[src/rtl/arb_pkg.sv]
// Shared definitions for the 16-way round-robin arbiter.
//   ARB_N / ARB_ID_W : requester count and grant index width
//   arb_state_t      : arbiter FSM states
//   rotate_right     : circular right rotation used by the priority picker
package arb_pkg;

  localparam int ARB_N    = 16;
  localparam int ARB_ID_W = 4;

  typedef enum logic {
    IDLE,
    BUSY
  } arb_state_t;

  // Bit i of the result is bit (i + s) mod ARB_N of v, so the requester at
  // index s lands in position 0 and gets top priority in a lowest-index search.
  function automatic logic [ARB_N-1:0] rotate_right(input logic [ARB_N-1:0]    v,
                                                    input logic [ARB_ID_W-1:0] s);
    return (v >> s) | (v << (ARB_N - int'(s)));
  endfunction

endpackage

[src/rtl/rr_pick_16.sv]
// Combinational round-robin picker for 16 requesters.
//   req     : request vector, bit i is requester i
//   last_id : most recently served requester; search starts just above it
//   enable  : gates any_req so no arbitration happens while disabled
//   winner  : first requester found searching upward from last_id+1 with wrap
//   any_req : enable is high and at least one request is present
module rr_pick_16
  import arb_pkg::*;
(
  input  logic [ARB_N-1:0]    req,
  input  logic [ARB_ID_W-1:0] last_id,
  input  logic                enable,
  output logic [ARB_ID_W-1:0] winner,
  output logic                any_req
);

  logic [ARB_ID_W-1:0] offset;
  logic [ARB_N-1:0]    rotated;
  logic [ARB_ID_W-1:0] pos;

  // The 4-bit add wraps naturally, giving (last_id + 1) mod 16.
  assign offset  = last_id + ARB_ID_W'(1);
  assign rotated = rotate_right(req, offset);

  // Fixed lowest-index priority on the rotated vector; scanning downward
  // lets the lowest set bit overwrite any higher one.
  always_comb begin
    pos = '0;
    for (int i = ARB_N - 1; i >= 0; i--) begin
      if (rotated[i]) pos = ARB_ID_W'(i);
    end
  end

  // Undo the rotation; again the 4-bit add performs the mod 16.
  assign winner  = pos + offset;
  assign any_req = enable & (|req);

endmodule

[src/rtl/rr_arbiter_16.sv]
// Round-robin arbiter sharing one resource among 16 requesters.
//   clk       : system clock, rising edge
//   rst_n     : asynchronous active-low reset
//   enable    : when low, no new grant is started
//   req       : level-sensitive request vector
//   gnt       : registered one-hot grant
//   gnt_id    : index of the granted requester, valid with gnt_valid
//   gnt_valid : a grant is active
//   preempt   : one-cycle pulse when a grant is cut off by MAX_HOLD
// A grant is held while its request stays high, up to MAX_HOLD cycles
// (0 = unlimited). Every grant is followed by at least one idle cycle.
module rr_arbiter_16
  import arb_pkg::*;
#(
  parameter int N        = ARB_N,
  parameter int ID_W     = ARB_ID_W,
  parameter int MAX_HOLD = 8
) (
  input  logic            clk,
  input  logic            rst_n,
  input  logic            enable,
  input  logic [N-1:0]    req,
  output logic [N-1:0]    gnt,
  output logic [ID_W-1:0] gnt_id,
  output logic            gnt_valid,
  output logic            preempt
);

  // With MAX_HOLD = 0 the counter is unused; keep it one bit wide so the
  // declaration stays legal.
  localparam int HC_W = (MAX_HOLD == 0) ? 1 : $clog2(MAX_HOLD + 1);

  arb_state_t      state, state_nx;
  logic [N-1:0]    gnt_nx;
  logic [ID_W-1:0] gnt_id_nx;
  logic            gnt_valid_nx;
  logic            preempt_nx;
  logic [ID_W-1:0] last_id, last_id_nx;
  logic [HC_W-1:0] hold_cnt, hold_cnt_nx;

  logic [ID_W-1:0] winner;
  logic            any_req;
  logic            hold_limit;

  rr_pick_16 u_pick (
    .req     (req),
    .last_id (last_id),
    .enable  (enable),
    .winner  (winner),
    .any_req (any_req)
  );

  // hold_cnt counts cycles already held beyond the first, so reaching
  // MAX_HOLD-1 means the grant has been visible for MAX_HOLD cycles.
  assign hold_limit = (MAX_HOLD != 0) && (hold_cnt == HC_W'(MAX_HOLD - 1));

  always_ff @(posedge clk or negedge rst_n) begin
    if (!rst_n) begin
      state     <= IDLE;
      gnt       <= '0;
      gnt_id    <= '0;
      gnt_valid <= 1'b0;
      preempt   <= 1'b0;
      last_id   <= ID_W'(N - 1);
      hold_cnt  <= '0;
    end else begin
      state     <= state_nx;
      gnt       <= gnt_nx;
      gnt_id    <= gnt_id_nx;
      gnt_valid <= gnt_valid_nx;
      preempt   <= preempt_nx;
      last_id   <= last_id_nx;
      hold_cnt  <= hold_cnt_nx;
    end
  end

  // Arbitration only happens from IDLE, so leaving BUSY always passes
  // through IDLE and produces the mandatory bubble. A dropped request takes
  // priority over the hold limit, so a release never pulses preempt.
  always_comb begin
    state_nx     = state;
    gnt_nx       = gnt;
    gnt_id_nx    = gnt_id;
    gnt_valid_nx = gnt_valid;
    preempt_nx   = 1'b0;
    last_id_nx   = last_id;
    hold_cnt_nx  = hold_cnt;

    case (state)
      IDLE: begin
        if (any_req) begin
          state_nx         = BUSY;
          gnt_nx           = '0;
          gnt_nx[winner]   = 1'b1;
          gnt_id_nx        = winner;
          gnt_valid_nx     = 1'b1;
          hold_cnt_nx      = '0;
        end
      end
      BUSY: begin
        if (!req[gnt_id] || hold_limit) begin
          state_nx     = IDLE;
          gnt_nx       = '0;
          gnt_valid_nx = 1'b0;
          last_id_nx   = gnt_id;
          preempt_nx   = req[gnt_id];
        end else if (hold_cnt != '1) begin
          hold_cnt_nx = hold_cnt + HC_W'(1);
        end
      end
      default: begin
        state_nx = IDLE;
      end
    endcase
  end

endmodule

[config.mk]
export PLATFORM = sky130hd
export DESIGN_NAME = rr_arbiter_16
export DESIGN_NICKNAME = d
export VERILOG_FILES = /design/src/rtl/arb_pkg.sv /design/src/rtl/rr_pick_16.sv /design/src/rtl/rr_arbiter_16.sv
export SDC_FILE = /design/constraint.sdc
export NUM_CORES = 1
export LEC_CHECK = 0
export ABC_CLOCK_PERIOD_IN_PS = 11200
export CAP_MARGIN = 20
export CORE_ASPECT_RATIO = 1.25
export CORE_MARGIN = 1.5
export CORE_UTILIZATION = 62
export DETAILED_ROUTE_END_ITERATION = 8
export PLACE_DENSITY_LB_ADDON = 0.05
export SETUP_SLACK_MARGIN = 0.02
export SLEW_MARGIN = 20
export SYNTH_ARGS = -nofsm -noshare
export SYNTH_HDL_FRONTEND = slang
export SYNTH_HIERARCHICAL = 1
export SYNTH_SLANG_ARGS = --single-unit
[constraint.sdc]
create_clock -name clk -period 11.2 [get_ports clk]
set_input_delay 2.24 -clock clk [delete_from_list [all_inputs] [get_ports clk]]
set_output_delay 2.24 -clock clk [all_outputs]
set_load 0.01 [all_outputs]
==> impl_metrics.tcl, run 1 <==
set metrics [dict create \
    cts_resized 0 \
    areaGrowthSynthToFinish_pct 12.6 \
    vias 3618 \
    synth_edf_count 0 \
    start_util_pct 64.5 \
    relSlewSlack_pct 32.0 \
    gp_congestion 1.05 \
    status "finished, final reports clean" \
    setup_slack_ns 4.62 \
    synth_warnings 6 \
    cpPeakStageDelay_ns 0.60 \
    yosysSeqAreaShare_pct 22.1 \
    critPathCaptureType "register" \
    path_class "input port to register" \
    final_cells 526 \
    muxShareOfSynthArea_pct 19.5 \
    grt_util_all_layers_pct 34.5 \
    overflow 0 \
    finClkSkew_ns 0.00849 \
    tns_ns 0 \
    clkLatencyLatePin_ns 0.29 \
    ys_types 75 \
    diodes 0 \
    crit_family "compound AO/OA/AOI/OAI gates" \
    hp-class "register to register" \
    cp_data_required_time_ns 11.41 \
    synthMostInstantiatedCell "nand2_1" \
    slowest_stage "xnor2_1" \
    crit_chain "clkdlybuf4s50_1, mux4_2, inv_1, o21ai_0, or3_1, a31oi_1, o211ai_1, a211o_1, ha_1, a21o_1, a21oi_1, xnor2_1, xnor2_1, nand2_1, nor3_1, a21oi_1, o22ai_1" \
    ys_top_cells_by_area "dfrtp_1, mux2i_1, nand2_1, mux4_2, a21oi_1" \
    synth_top_area_share_pct 19.1 \
    first_iter_violations 344 \
    ios 41 \
    pre_cts_ws_ns 4.51 \
    cts_tree "built" \
    die_area_sq_mm 0.00617 \
    ant_nets 0 \
    finalInstanceArea_sq_mm 0.00398 \
    grt_max_degree 47 \
    cts_max_level 2 \
    syn_inst 437 \
    yosys.area_share.simple_pct 22.9 \
    synth-async-reset-ratio_pct 100 \
    hold_viol 0 \
    cts-root-buf "clkbuf_8" \
    portBuffers 40 \
    yosys-top-cells-count "nand2_1, mux2i_1, nor2_1" \
    cap_violations 0 \
    path_clk_slew_ns 0.07 \
    synth_area_per_cell_sq_um 8.09 \
    arrival_ns 6.80 \
    fmaxAchievable_mhz 152 \
    synth-compound-area-share_pct 25.3 \
    worstPathBufferInverterCount 2 \
    drc 0 \
    rsz0062_at_grt "no" \
    clockBufferDepth 2 \
    finalNetCount 486 \
    cp-start-kind "input port" \
    min_period_ns 6.58 \
    rows 30 \
    wl_um 10400 \
    synthAdderAreaFrac_pct 2.34 \
    core_area_sq_mm 0.00548 \
    clkSinkCount 31 \
    cts_setup_buffers 0 \
    die_h_um 87.4 \
    crit_fanout 8 \
    tightest_slew_ns 1.01 \
    antenna_found_initial 0 \
    synth_top_family_by_area "compound AO/OA/AOI/OAI gates" \
    fin_crit_sh_pct 58.8 \
    layout-drive-gt1-share_pct 10.6 \
    ys_ff_latch 31 \
    dieWidth_um 70.5 \
    wl_per_cell_um 19.8 \
    finalSetupViolCount 0 \
    hold_buffers 0 \
    place_area_sq_mm 0.00389 \
    synth_ff_type "dfrtp_1" \
    placed_cells 518 \
    grt_pass1_vias 3498 \
    grt_pass1_wl_um 17000 \
    synth-xor-area-share_pct 1.91 \
    numCtsBuffers 5 \
    slew_violations 0 \
    dpl.hpwl_um 7570 \
    yosys.area.top_type "dfrtp_1" \
    dr.pass1.iters 5 \
    syn_nets 462 \
    avgViaCountPerCell 6.88 \
    netlist_area_sq_mm 0.00353 \
]
==> through the flow <==
stage	hold WS (ns)	util (%)
floorplan	0.525	-
global placement	0.513	70.9
detailed placement	0.517	70.9
CTS	0.533	72.6
global route	0.554	72.6
finish	0.531	72.6
==> layer usage <==
layer	vias up	part of all wire, %	GRT usage (%)
li1	1670	-	-
met1	1724	39	39.3
met4	0	4.4	19.4
met5	-	0	0
met3	44	5.5	4.51
met2	180	51	62.2
==> flip-flops by register name, summed over array words and instances (netlist names) <==
name	count
gnt	16
gnt_id	4
gnt_valid	1
hold_cnt	4
last_id	4
preempt	1
state	1
==> cell type report <==
type	count	area [sq um]
Clock buffer	7	86.3
Clock inverter	1	5.00
Fill cell	413	1500
Inverter	16	60.1
Multi-Input combinational cell	364	2540
Sequential cell	31	781
Tap cell	64	80.1
Timing Repair Buffer	43	423
==> worst min-delay path, delay by kind of cell, from the launching register on <==
family / cells / cell delay [ns]
AO/OA/AOI/OAI: 2 / 0.14
flip-flops: 1 / 0.36
==> worst paths after layout <==
kind	from	to	slack, ns	depth (start not counted)
min	gnt[2]$_DFFE_PN0P_	gnt[2]$_DFFE_PN0P_	0.53	2
max in group asynchronous	rst_n	last_id[0]$_DFFE_PN1P_	8.53	2
max reg2reg	last_id[0]$_DFFE_PN1P_	gnt[15]$_DFFE_PN0P_	4.97	19
max	req[0]	gnt[15]$_DFFE_PN0P_	4.62	17
min in group asynchronous	rst_n	gnt[12]$_DFFE_PN0P_	2.33	2
min reg2reg	gnt[2]$_DFFE_PN0P_	gnt[2]$_DFFE_PN0P_	0.53	2
==> placed cells by master (no fill, tap or decap), types with 3 or more instances in the layout <==
master,count
a211oi_1,4
a21oi_1,32
a221oi_1,4
and2_1,5
and3_1,4
buf_4,3
clkbuf_8,6
clkdlybuf4s50_1,40
dfrtp_1,27
dfstp_2,4
ha_1,5
inv_1,14
mux2_1,11
mux2_2,5
mux2i_1,33
mux4_2,8
nand2_1,65
nand2b_1,7
nand3_1,9
nor2_1,33
nor2b_1,3
nor3_1,10
nor4_1,6
o211ai_1,10
o21a_1,3
o21ai_0,23
o21ai_1,24
or3_1,3
xnor2_1,3
==> logic make-up (layout without fill, tap and decap cells) <==
logic type                 Yosys count  count (layout)
AOI/OAI and AO/OA                  134             134
xor gates and xnor gates             6               6
adders and majority gates            6               6
buffers and inverters               42              67
DFF                                 31              31
muxes                               57              57
and+or+nand+nor                    161             161
Power of run 1 is left out: the tool's default activity adds up to more than one toggle a clock period on the data nets, which glitch-free logic cannot reach.
==> inputs of run 2 (changes only) <==
ABC_CLOCK_PERIOD_IN_PS = 6800   (was 11200)
CORE_UTILIZATION = 58   (was 62)
clock period = 6.8 ns   (was 11.2 ns; I/O delays follow)
==> run 2 against run 1 <==
Via count decreased by 2.8%. Clock skew decreased by 0.0027 ns. Cell count rose by 3.4%. Setup slack got worse by 3.8 ns. Wire length decreased by 2.6%. Sequential cell count is the same. Highest routed layer unchanged.
==> impl_metrics.tcl, run 2 (synthesized netlist as in run 1, its figures left out) <==
set metrics [dict create \
    relSlewSlack_pct 35.8 \
    dr.pass1.iters 5 \
    ant_nets 0 \
    hp-class "register to register" \
    grt_pass1_vias 3347 \
    cts_resized 0 \
    areaGrowthSynthToFinish_pct 12.9 \
    hold_viol 0 \
    overflow 0 \
    path_class "register to register" \
    fmaxAchievable_mhz 168 \
    antenna_found_initial 0 \
    vias 3516 \
    drc 0 \
    cap_violations 0 \
    setup_slack_ns 0.842 \
    grt_pass1_wl_um 16900 \
    wl_per_cell_um 18.6 \
    critPathCaptureType "register" \
    slew_violations 0 \
    ios 41 \
    finClkSkew_ns 0.00577 \
    cpPeakStageDelay_ns 1.07 \
    cp_data_required_time_ns 7.00 \
    cp-start-kind "register" \
    avgViaCountPerCell 6.46 \
    min_period_ns 5.96 \
    worstPathBufferInverterCount 2 \
    clkLatencyLatePin_ns 0.28 \
    numCtsBuffers 5 \
    tns_ns 0 \
    hold_buffers 0 \
    dpl.hpwl_um 7620 \
    arrival_ns 6.15 \
    finalSetupViolCount 0 \
    largest-register "gnt" \
    cts-root-buf "clkbuf_8" \
    start_util_pct 60.4 \
    gp_congestion 1.03 \
    crit_family "compound AO/OA/AOI/OAI gates" \
    grt_util_all_layers_pct 32.7 \
    wl_um 10100 \
    slowest_stage "dfstp_2" \
    finalNetCount 486 \
    cts_max_level 2 \
    layout_commonest_cell "nand2_1" \
    status "finished, final reports clean" \
    cts_setup_buffers 0 \
    pre_cts_ws_ns 0.928 \
    mostFrequentLayoutCells "nand2_1, clkdlybuf4s50_1, mux2i_1, nor2_1, a21oi_1" \
    die_area_sq_mm 0.00657 \
    path_clk_slew_ns 0.06 \
    first_iter_violations 341 \
    largest_reg_flops 16 \
    die_h_um 90.3 \
    core_area_sq_mm 0.00586 \
    dieWidth_um 72.8 \
    rows 31 \
    tightest_slew_ns 0.963 \
    clockBufferDepth 2 \
    layout-drive-gt1-share_pct 10.4 \
    grt_max_degree 47 \
    clkSinkCount 31 \
    crit_chain "ha_1, buf_4, mux4_2, inv_1, o21ai_0, or3_1, a31oi_1, o211ai_1, a211o_1, ha_1, a21o_1, a21oi_1, xnor2_1, xnor2_1, nand2_1, nor3_1, a21oi_1, o22ai_1" \
    rsz0062_at_grt "no" \
    crit_fanout 46 \
    portBuffers 40 \
    fin_crit_sh_pct 87.6 \
    cts_tree "built" \
    diodes 0 \
]
[run 2: cell type report]
class	instances	area, sq um
Multi-Input combinational cell	364	2540
Fill cell	496	1870
Sequential cell	31	781
Timing Repair Buffer	43	423
Tap cell	82	103
Clock buffer	7	76.3
Inverter	16	60.1
Clock inverter	1	5.00
[run 2: final timing paths]
kind,startpoint,endpoint,slack [ns],cells after the start
min in group asynchronous,rst_n,gnt[5]$_DFFE_PN0P_,1.47,2
min reg2reg,gnt[11]$_DFFE_PN0P_,gnt[11]$_DFFE_PN0P_,0.53,2
max,last_id[0]$_DFFE_PN1P_,gnt[15]$_DFFE_PN0P_,0.84,18
max reg2reg,last_id[0]$_DFFE_PN1P_,gnt[15]$_DFFE_PN0P_,0.84,18
min,gnt[11]$_DFFE_PN0P_,gnt[11]$_DFFE_PN0P_,0.53,2
max in group asynchronous,rst_n,last_id[2]$_DFFE_PN1P_,5.00,2
[run 2: tightest hold or removal path, stage by stage (launching register included)]
cell	delay [ns]
dfrtp_1	0.37
a21oi_1	0.07
o21ai_1	0.06
[run 2: stage by stage]
step	hold slack [ns]	utilization [%]	instances	cell area (sq um)
2_1_floorplan	0.525	-	437	3530
3_3_place_gp	0.514	66.8	536	3910
3_5_place_dp	0.520	66.8	536	3910
4_1_cts	0.538	68.1	544	3990
5_1_grt	0.564	68.1	544	3990
6_report	0.530	68.1	544	3990
[run 2: layer usage]
metal	part of all wire (%)	global-route usage, %	up-vias	routed length (um)
met1	42	41.5	1679	4220
met3	3.9	3.46	32	395
met5	0	0	-	0
met4	4.4	16.4	0	444
met2	50	54.1	129	5060
li1	-	-	1676	-
Power of run 2 is left out for the same reason.
==> patch: new RTL, config.mk and constraints of run 1 <==
The parameter `MAX_HOLD` goes from 8 to 16.
--- a/src/rtl/rr_arbiter_16.sv
+++ b/src/rtl/rr_arbiter_16.sv
@@ -15,5 +15,5 @@
   parameter int N        = ARB_N,
   parameter int ID_W     = ARB_ID_W,
-  parameter int MAX_HOLD = 8
+  parameter int MAX_HOLD = 16
 ) (
   input  logic            clk,
Function: changed (a bounded check fails within 10 cycles, from zero or initial values and one cycle with rst_n low).
==> patch against run 1 <==
  * Design area is 3.9% higher
  * Synthesized area grew 4.2%
  * Sequential share of layout area decreased by 0.13 points
  * Worst hold slack lost 0.0071 ns
  * Routed wire length up 4.4%
  * Synthesized cell count grew 3.0%
  * Global-route usage increased by 0.21 points
  * Clock skew hardly changed
  * Sequential cell count rose by 1
  * Utilization fell by 1.1 points
  * Worst setup slack improved by 0.0050 ns
  * Critical endpoint is now gnt[8]
  * Highest routed layer unchanged
Power is left out: the tool's default activity adds up to more than one toggle a clock period on the data nets, which glitch-free logic cannot reach.
==> patch: results (changes against run 1) <==
GRT
-------------------------------------------------------------------------------------------
Global router's overall resource usage                                                34.7%   +0.21 points
Number of global-route vias before repair                                             3,622   +3.5%
Number of antenna violations at the first check in global routing                         0   unchanged
Pin count of the biggest net entering global routing                                     47   unchanged
First-pass GRT wire length                                                        17,400 um   +2.7%

PLACEMENT
-------------------------------------------------------------------------------------------
Post-DP HPWL                                                                        8100 um   +7.0%
Buffers added on ports                                                                   40   unchanged
Weighted congestion reported at the end of routability-driven placement                1.01   -4.1%

CLOCK NETWORK
-------------------------------------------------------------------------------------------
Clock tree sinks                                                                         32   +3.2%
Num CTS Buffers                                                                           5   unchanged
Post CTS Setup Buffer Count                                                               0   unchanged

ROUTE
-------------------------------------------------------------------------------------------
Number of design-rule violations left by the first detailed-router iteration            392   +14%
Total number of vias                                                                  3,759   +3.9%
Routed length per instance                                                          20.0 um   +1.1%
Count of TritonRoute iterations in the first routing pass                                 5   unchanged

WORST SETUP PATH
-------------------------------------------------------------------------------------------
Worst reg2reg path endpoint                                                          gnt[8]
Arr. time, crit path                                                                6.80 ns   about the same
Reg2Reg Launch Point                                                             last_id[0]
Number of cells traversed by the worst register-to-register path                         19   unchanged
Flop2flop setup slack                                                               4.80 ns   -0.17 ns
Startpoint types                                                               primary input
Highest net fanout along the worst path                                                   7   -1

HOLD PATH
-------------------------------------------------------------------------------------------
Worst min path class                                                           flip-flop to flip-flop
Number of stages on the worst hold path                                                   1   -1
HP Start                                                                        hold_cnt[0]
Hold Crit Endpoint                                                              hold_cnt[0]

SYNTHESIS
-------------------------------------------------------------------------------------------
Share of flip-flops with an asynchronous set or reset after synthesis                  100%   unchanged
Post-Synthesis Net Count                                                                477   +3.2%
Yosys warnings                                                                            6   unchanged
Ranking of synthesized cells by instance count                                 nand2_1 (64), a21oi_1 (35), nor2_1 (34), mux2i_1 (32), dfrtp_1 (28)
Most area-consuming cells after synthesis                                      dfrtp_1 (19%), mux2i_1 (8.7%), nand2_1 (6.5%)
Unique cell type count in the Yosys netlist                                              74   -1.3%
Post-synthesis sequential area ratio                                                  21.9%   -0.21 points
Most frequently used flop master after synthesis                                    dfrtp_1

TIMING
-------------------------------------------------------------------------------------------
Number of hold violations in the final report                                             0   unchanged
Measured slew at the worst slew-check pin                                           1.06 ns   +0.0498 ns
Worst-case clock skew                                                            0.00898 ns   +0.000488 ns

OUTCOME
-------------------------------------------------------------------------------------------
Status                                                                            completed

LAYOUT
-------------------------------------------------------------------------------------------
Share of final-layout standard cells stronger than drive strength 1                   13.2%   +2.6 points
Largest registers                                                              gnt: 16 flops, hold_cnt: 5 flops
Number of nets at the end of the flow                                                   503   +3.5%

## patch: cell count changes after synthesis, sizes merged, moves of 3 or more
cell,before,now
nor2,34,37
o22a,3,0
a21oi,32,36
o211ai,10,25
o21ai,48,36
inv,16,20
## patch: worst max path at each step
| stage | to | start | depth (start not counted) |
|---|---|---|---|
| 2_1_floorplan | gnt[8] | req[1] | 16 |
| 3_3_place_gp | gnt[8] | req[4] | 17 |
| 3_5_place_dp | gnt[8] | req[0] | 17 |
| 4_1_cts | gnt[8] | req[4] | 17 |
| 5_1_grt | gnt[8] | req[4] | 17 |
| 6_report | gnt[8] | req[0] | 17 |
## patch: final cells by class
cell class              count  area [um2]
clock buffers               6        82.6
clock inverters             2        10.0
fillers                   406        1650
inverters                  20        75.1
multi-input cells         374        2660
flip-flops and latches     32         806
well taps                  66        82.6
repair buffers             43         423
## patch: kinds of logic (layout without fill, tap and decap cells)
family / count (synthesis) / after routing / share of synthesized area [%]
muxes: 55 / 55 / 17.9
xor gates and xnor gates: 6 / 6 / 1.83
AOI/OAI and AO/OA: 136 / 136 / 25.4
DFF: 32 / 32 / 21.9
buffers and inverters: 44 / 71 / 6.11
and+or+nand+nor: 169 / 169 / 23.9
adders and majority gates: 8 / 8 / 2.92
## patch: through the flow
step	worst slack (ns)	utilization [%]	hold slack, ns	instance area [um2]	cells
floorplan	5.60	-	0.453	3680	450
global placement	4.48	69.9	0.499	4040	535
detailed placement	4.39	69.9	0.508	4040	535
CTS	4.67	71.5	0.524	4130	543
global route	4.40	71.5	0.548	4130	543
finish	4.62	71.5	0.524	4130	543
## patch: worst max-delay path: stages
cell and delay, ns:
clkdlybuf4s50_1 0.56, mux4_2 0.53, inv_1 0.12, o21ai_0 0.23
a221oi_1 0.51, nand2_1 0.16, nor3b_1 0.18, a211o_1 0.33
ha_1 0.29, a21o_1 0.16, a21oi_1 0.18, xnor2_1 0.10
xnor2_1 0.37, or3b_2 0.53, nor3_1 0.15, a21oi_1 0.06
nand2_1 0.11
## patch: per-layer routing
| layer | routed length, um | part of all wire (%) | track usage (%) |
|---|---|---|---|
| met2 | 5570 | 51 | 62.6 |
| met1 | 4040 | 37 | 39.8 |
| met3 | 600 | 5.5 | 3.04 |
| met5 | 0 | 0 | 0 |
| met4 | 639 | 5.9 | 21.4 |
